--- config.mk ---
export PLATFORM = sky130hd
export DESIGN_NAME = uart_tx_arbiter
export DESIGN_NICKNAME = d
export VERILOG_FILES = /design/src/rtl/uart_tx_arbiter.sv
export SDC_FILE = /design/constraint.sdc
export NUM_CORES = 1
export LEC_CHECK = 0
export BUFFER_PORTS_ARGS = -buffer_cell sky130_fd_sc_hd__buf_2
export CAP_MARGIN = 25
export CORE_MARGIN = 8
export CORE_UTILIZATION = 38
export CTS_CLUSTER_SIZE = 25
export DETAILED_ROUTE_END_ITERATION = 16
export HOLD_SLACK_MARGIN = 0.03
export PLACE_DENSITY_LB_ADDON = 0.15
export SYNTH_ARGS = -nofsm -noshare
export SYNTH_HDL_FRONTEND = slang
export SYNTH_SLANG_ARGS = --single-unit
--- constraint.sdc ---
create_clock -name clk -period 5.3 [get_ports clk]
set_input_delay 0.795 -clock clk [delete_from_list [all_inputs] [get_ports clk]]
set_output_delay 0.795 -clock clk [all_outputs]
set_load 0.01 [all_outputs]
--- src/rtl/uart_tx_arbiter.sv ---
// uart_tx_arbiter: round-robin arbiter that lets NUM_REQ requesters share one
// UART transmitter. It latches the winner's byte and frame options, pulses
// tx_valid/grant for one cycle, then holds off for the length of the frame.
module uart_tx_arbiter #(
    parameter int NUM_REQ = 4
) (
    input  logic                   clk,
    input  logic                   reset,
    input  logic [NUM_REQ-1:0]     req,
    input  logic [NUM_REQ*8-1:0]   req_data,
    input  logic [NUM_REQ-1:0]     req_parity_sel,
    input  logic [NUM_REQ-1:0]     req_stop_sel,
    input  logic [14:0]            baud_divisor,
    output logic [NUM_REQ-1:0]     grant,
    output logic                   tx_valid,
    output logic [7:0]             tx_data,
    output logic                   tx_parity_sel,
    output logic                   tx_stop_sel,
    output logic                   busy
);

    localparam int PTR_W = (NUM_REQ > 1) ? $clog2(NUM_REQ) : 1;
    localparam logic [PTR_W:0] NUM_REQ_W = (PTR_W + 1)'(NUM_REQ);
    localparam logic [PTR_W-1:0] LAST_IDX = PTR_W'(NUM_REQ - 1);

    typedef enum logic [1:0] {
        ST_IDLE,
        ST_LAUNCH,
        ST_WAIT
    } state_t;

    state_t           state_reg, state_next;
    logic [PTR_W-1:0] rr_ptr_reg, rr_ptr_next;
    logic [PTR_W-1:0] winner_reg, winner_next;
    logic [18:0]      cnt_reg, cnt_next;
    logic [14:0]      bit_cyc_reg, bit_cyc_next;
    logic [7:0]       tx_data_reg, tx_data_next;
    logic             parity_reg, parity_next;
    logic             stop_reg, stop_next;

    logic [NUM_REQ-1:0] req_rot;
    logic [PTR_W-1:0]   pick_off;
    logic [PTR_W:0]     pick_sum;
    logic [PTR_W-1:0]   pick;
    logic [18:0]        frame_cyc;

    // Rotate requests so that bit 0 is the requester at rr_ptr.
    assign req_rot = NUM_REQ'({req, req} >> rr_ptr_reg);

    // Winner = first asserted request at or above rr_ptr, wrapping around.
    always_comb begin
        pick_off = '0;
        for (int k = NUM_REQ - 1; k >= 0; k--) begin
            if (req_rot[k]) begin
                pick_off = PTR_W'(k);
            end
        end
        pick_sum = {1'b0, rr_ptr_reg} + {1'b0, pick_off};
        pick     = (pick_sum >= NUM_REQ_W) ? PTR_W'(pick_sum - NUM_REQ_W) : PTR_W'(pick_sum);
    end

    // Frame length in clocks: (start + 8 data + parity + 1 or 2 stop) bit times.
    assign frame_cyc = {4'b0000, bit_cyc_reg} * (stop_reg ? 19'd12 : 19'd11);

    // State and datapath registers; reset clears everything immediately.
    always_ff @(posedge clk or negedge reset) begin
        if (!reset) begin
            state_reg   <= ST_IDLE;
            rr_ptr_reg  <= '0;
            winner_reg  <= '0;
            cnt_reg     <= '0;
            bit_cyc_reg <= 15'd1;
            tx_data_reg <= 8'h00;
            parity_reg  <= 1'b0;
            stop_reg    <= 1'b0;
        end else begin
            state_reg   <= state_next;
            rr_ptr_reg  <= rr_ptr_next;
            winner_reg  <= winner_next;
            cnt_reg     <= cnt_next;
            bit_cyc_reg <= bit_cyc_next;
            tx_data_reg <= tx_data_next;
            parity_reg  <= parity_next;
            stop_reg    <= stop_next;
        end
    end

    // Next-state logic: capture on arbitration, load counter on launch, count down in wait.
    always_comb begin
        state_next   = state_reg;
        rr_ptr_next  = rr_ptr_reg;
        winner_next  = winner_reg;
        cnt_next     = cnt_reg;
        bit_cyc_next = bit_cyc_reg;
        tx_data_next = tx_data_reg;
        parity_next  = parity_reg;
        stop_next    = stop_reg;
        case (state_reg)
            ST_IDLE: begin
                if (|req) begin
                    state_next   = ST_LAUNCH;
                    winner_next  = pick;
                    tx_data_next = req_data[{pick, 3'b000} +: 8];
                    parity_next  = req_parity_sel[pick];
                    stop_next    = req_stop_sel[pick];
                    // A zero divisor is treated as one clock per bit.
                    bit_cyc_next = (baud_divisor == 15'd0) ? 15'd1 : baud_divisor;
                end
            end
            ST_LAUNCH: begin
                // LAUNCH itself plus the final WAIT cycle account for the 2.
                cnt_next   = (frame_cyc >= 19'd2) ? (frame_cyc - 19'd2) : 19'd0;
                state_next = ST_WAIT;
            end
            ST_WAIT: begin
                if (cnt_reg == 19'd0) begin
                    state_next  = ST_IDLE;
                    rr_ptr_next = (winner_reg == LAST_IDX) ? '0 : (winner_reg + PTR_W'(1));
                end else begin
                    cnt_next = cnt_reg - 19'd1;
                end
            end
            default: begin
                state_next = ST_IDLE;
            end
        endcase
    end

    // One-hot grant, only during the launch cycle.
    genvar gi;
    generate
        for (gi = 0; gi < NUM_REQ; gi++) begin : g_grant
            assign grant[gi] = (state_reg == ST_LAUNCH) && (winner_reg == PTR_W'(gi));
        end
    endgenerate

    assign tx_valid      = (state_reg == ST_LAUNCH);
    assign busy          = (state_reg != ST_IDLE);
    assign tx_data       = tx_data_reg;
    assign tx_parity_sel = parity_reg;
    assign tx_stop_sel   = stop_reg;

endmodule

# Word level (Yosys, flattened, before mapping)
# Index checks and enable logic that the tools add are counted.
[classes] addsub=5 n_mul=1 magnitude_cmp=3 n_eq_ne=8 n_shift=2 n_mux=18 n_reduce_logical=15
[ops] cell="2-to-1 mux 19 bit" n=2
[ops] cell="case mux 19 bit (2 select lines)" n=1
[ops] cell="indexed part select 32 x 6 -> 8 bit" n=1
[ops] cell=">= comparator 19 x 2 -> 1 bit (second input constant)" n=1
[ops] cell="logical NOT 19 bit" n=1
[ops] cell="multiplier 15 x 4 -> 19 bit" n=1
[ops] cell="subtractor 19 x 1 -> 19 bit (second input constant)" n=1
[ops] cell="subtractor 19 x 2 -> 19 bit (second input constant)" n=1
[ops] cell="2-to-1 mux 2 bit" n=8
[ops] cell="logical NOT 15 bit" n=1
[ops] cell="2-to-1 mux 15 bit" n=1
[ops] cell="AND reduction 2 bit" n=4
[ops] cell=">> shifter 8 x 2 -> 4 bit" n=1
[ops] cell="== test 2 bit (second input constant)" n=3
[ops] cell="inequality test 2 bit (second input constant)" n=3
[ops] cell="case mux 2 bit (3 select lines)" n=1
[ops] cell="binary-select mux 1 bit (select 2 bit)" n=2
[ops] cell="== test 2 x 1 -> 1 bit (second input constant)" n=2
[ops] cell="logical AND 1 bit" n=4
[ops] cell="logical NOT 2 bit" n=2
[ops] cell="nonzero test 2 bit" n=2
[ops] cell="OR reduction 4 bit" n=1
[ops] cell="adder 2 x 2 -> 3 bit" n=1
[ops] cell=">= comparator 3 bit (second input constant)" n=1
[ops] cell="other kinds (5)" n=6
[totals] register_bits=50 inputBits=61 out_inout_bits=16

# Depth between registers and ports, before layout
[logic_depth] word_depth=10 ltp_mapped=19 depth_no_buf=16

# Least setup slack after synthesis
# Ideal clock, no wire load.
[synth_path] path_kind="register to register" from="reg stop_reg, in the netlist tx_stop_sel" to="reg cnt_reg[7]" setup_time_ns=0.137 t_arrival_ns=4.540 required_time_ns=5.163 path_slack_ns=0.624 stages_incl_launch_ff=19 period_less_slack_ns=4.676 cell_sequence="dfrtp_1 -> clkbuf_1 -> clkbuf_1 -> nand2_1 -> fa_1 -> fa_1 -> inv_1 -> ha_1 -> buf_6 -> and3_4 -> a221o_1 -> a31o_4 -> a221o_1 -> a21oi_2 -> xor2_1 -> nand4_2 -> nand2_2 -> buf_6 -> o221ai_2"
[synth_between] elab_chain_len=5 elab_cells_between_ends=6 cone_classes="1 x add/sub; 1 x mul; 1 x order compare; 3 x mux"
[synth_lines] element="start: declaration" line="39" text="logic stop_reg, stop_next;"
[synth_lines] element="start signal: assignment" line="84" text="stop_reg <= stop_next;"
[synth_lines] element="2-to-1 mux 3 bit *" line="63" text="assign frame_cyc = {4'b0000, bit_cyc_reg} * (stop_reg ? 19'd12 : 19'd11);"
[synth_lines] element="multiplier 15 x 4 -> 19 bit *" line="63"
[synth_lines] element="subtractor 19 x 2 -> 19 bit / >= comparator 19 x 2 -> 1 bit (equally long branches)" line="112" text="cnt_next = (frame_cyc >= 19'd2) ? (frame_cyc - 19'd2) : 19'd0;"
[synth_lines] element="2-to-1 mux 19 bit *" line="112"
[synth_lines] element="case mux 19 bit (2 select lines) *" line="98" text="case (state_reg)"
[synth_lines] element="end signal: assignment" line="80" text="cnt_reg <= cnt_next;"
[synth_lines] element="end: declaration" line="35" text="logic [18:0] cnt_reg, cnt_next;"
# Mark *: on every way between the ends. The rest lies on a longest branch, timed or not.
# A chain may end at the register's enable or synchronous reset.

# Final worst setup path
[layout_path] from="reg stop_reg, in the netlist tx_stop_sel" to="reg cnt_reg[10]"
# Same word-level chain as after synthesis.

==> results.md <==
* Status: finished clean
* Post-route setup TNS at 0 ns
* Starting Density at 0.384
* GPL Wtd Cong at 0.844
* Tcrit/Tclk final at 0.915
* Final Max Slew Viols at 0
* Worst Tran Pin Value at 0.738 ns
* Post-synth top flop: dfrtp_1
* Hold Path Class: reg -> reg
* Critical Path RT at 5.45 ns
* Largest register FFs at 19
* FFs w/ async S/R, synth at 1.00
* CP max stage cell: fa_1
* M1 GR Usage at 0.183
* PortBufs at 76
* Root buffer cell: clkbuf_16
* Vias in the first global route at 4263
* Fin Clk Skew at 0.00459 ns
* Top-area cell type share of the netlist area at 0.244
* CTS tree: yes
* Vias at 4154
* Nets at 739
* Fill cell instance count of the final layout at 1350
* CP startpoint kind: register
* Die W at 131 um
* Clk_lat worst skew at 0.29 ns
* Layout area overhead at 14.1%
* Max incr delay on CP at 0.51 ns
* IO Pins at 77
* CTS Sinks at 50
* Sequential-to-total area share from yosys stat at 0.249
* Most frequent cell after synthesis: nand2_1
* Peak Freq at 0.206 GHz
* Synth cell types at 75
* Setup violators final at 0
* Clock Path Buffers at 2
* Flops & latches, synth at 50
* Initial antenna violation count at 0
* Via-to-Cell Ratio at 5.20
* Routed WL per cell at 14.3 um
* Top cells by area, synth: dfrtp_1, fa_1, ha_1
* Clock transition at path regs at 0.07 ns
* Reg2reg setup slack at 0.45 ns
* First drt pass iteration count at 4
* Initial DRC Count at 191
* Die area at 17200 um^2
* Met2 Usage GRT at 0.248
* Cell Rows at 42
* Critical path arrival at 5.00 ns
* Pin count of the biggest net entering global routing at 51
* Wirelength, routed at 11400 um
* Leading area contributor after synthesis: dfrtp_1
* Diodes inserted at 0
* GRT Residual Overflow at 0
* Pre-CTS setup slack at 0.315 ns
* Layout cells sized above 1 at 0.218
* Number of synthesized flops with an enable pin at 0
* CTS H-tree depth at 2
* Setup CP Type: reg -> reg
* Fin. Hold Viols at 0
* Max-slew headroom at 0.500
* Yosys Warn Count at 0
* Final critical-path required period at 4.85 ns
* Crit path max fanout at 18
* Worst Setup End Kind: register
* Hpwl dp at 9490 um
* Overall Global Routing Usage at 0.142
* First-pass GRT wire length at 19900 um
* Final worst slack at 0.452 ns
* Area of the core at 13100 um^2
* Synth Net Count at 675
* Drt drc at 0
* Cells after Synth at 558
* Die Ht at 131 um
* Top Usage Layer GRT: met2
* Antenna Nets Post-Route at 0
* Unrepaired setup endpoints after global routing: no
* Cell area after synthesis at 5030 um^2
* Mean Syn Cell Area at 9.01 um^2
* Max Cap Viol at 0
* Setup bufs post-CTS at 0
* Synth top cells by count: nand2_1, inv_1, dfrtp_1
* CP Cell Sequence: buf_4, nand2b_1, fa_1, fa_1, inv_1, ha_1, a21oi_1, o221ai_1, a31o_4, a221o_1, a21oi_2, xor2_1, nand4_2, nand2_4, o221ai_1
* M3 GR Usage at 0.0195
* CTS Buf Count at 5
routing by layer:
metal / share of wire / up-vias
li1: - / 2099
met1: 0.47 / 1998
met5: 0 / -
met4: 0.012 / 0
met3: 0.022 / 8
met2: 0.50 / 49
worst paths after layout:
kind                                         start                 endpoint  cells after the start
hold reg to reg             tx_data[7]$_DFFE_PN0P_   tx_data[7]$_DFFE_PN0P_                      1
setup / recovery           tx_stop_sel$_DFFE_PN0P_  cnt_reg[10]$_DFFE_PN0P_                     15
hold / removal              tx_data[7]$_DFFE_PN0P_   tx_data[7]$_DFFE_PN0P_                      1
max in group asynchronous                    reset  tx_stop_sel$_DFFE_PN0P_                      2
min in group asynchronous                    reset   cnt_reg[2]$_DFFE_PN0P_                      2
setup reg to reg           tx_stop_sel$_DFFE_PN0P_  cnt_reg[10]$_DFFE_PN0P_                     15
per-stage QoR:
stage / util / cells / hold WS, ns / cell area [um^2]
finish: 0.438 / 799 / 0.500 / 5730
global route: 0.438 / 799 / 0.521 / 5730
CTS: 0.437 / 798 / 0.505 / 5720
detailed placement: 0.425 / 790 / 0.489 / 5560
global placement: 0.425 / 790 / 0.488 / 5560
floorplan: - / 558 / 0.475 / 5030
cell usage in the layout (no fill, tap or decap), types with 5 or more instances in the layout:
cell,synthesis,routed
xor2_1,10,10
o21ai_1,7,7
o21ai_0,24,24
nor4_1,6,6
fa_1,26,26
nand2b_1,17,17
a21oi_1,28,27
buf_2,1,76
o221ai_1,7,7
nand3_1,11,11
clkbuf_16,0,5
ha_1,30,30
nand2_1,57,57
and2_1,15,15
nor3_1,14,14
dfrtp_1,49,48
inv_1,54,54
xnor2_1,19,19
nor2_1,37,37
a21o_1,8,8
mux4_2,10,10
mux2_2,17,17
critical path: cells and delay by family (launching register included):
kind / cells / cell delay [ns]
buf+inv: 2 / 0.25
flops: 1 / 0.49
compound gates: 6 / 1.46
fa+ha+maj: 3 / 1.40
simple gates: 3 / 0.74
xor+xnor: 1 / 0.38
kinds of logic (layout without fill, tap and decap cells):
family          count (synthesis)  count (layout)  synth area share
simple gates                  189             189             0.195
compound gates                125             125             0.176
buf+inv                        78             143            0.0615
fa+ha+maj                      56              56             0.178
flops                          50              50             0.249
mux                            30              30            0.0889
xor+xnor                       29              29            0.0505
other cells                     1               1          0.000746
layout make-up:
| class | count | area (um^2) | area share |
|---|---|---|---|
| Inverter | 55 | 206 | 0.0360 |
| Timing Repair Buffer | 80 | 410 | 0.0716 |
| Tap cell | 176 | 220 | 0.0384 |
| Sequential cell | 50 | 1250 | 0.219 |
| Clock inverter | 1 | 30.0 | 0.00524 |
| Clock buffer | 7 | 133 | 0.0231 |
| Multi-Input combinational cell | 430 | 3480 | 0.607 |
what timing repair did:
item,CTS,global route
endpoints found under the hold margin,0,0
hold buffers,0,0
endpoints found under the setup margin,0,14
resized for setup,0,2
Power is left out: the tool's default activity adds up to more than one toggle a clock period on the data nets, which glitch-free logic cannot reach.
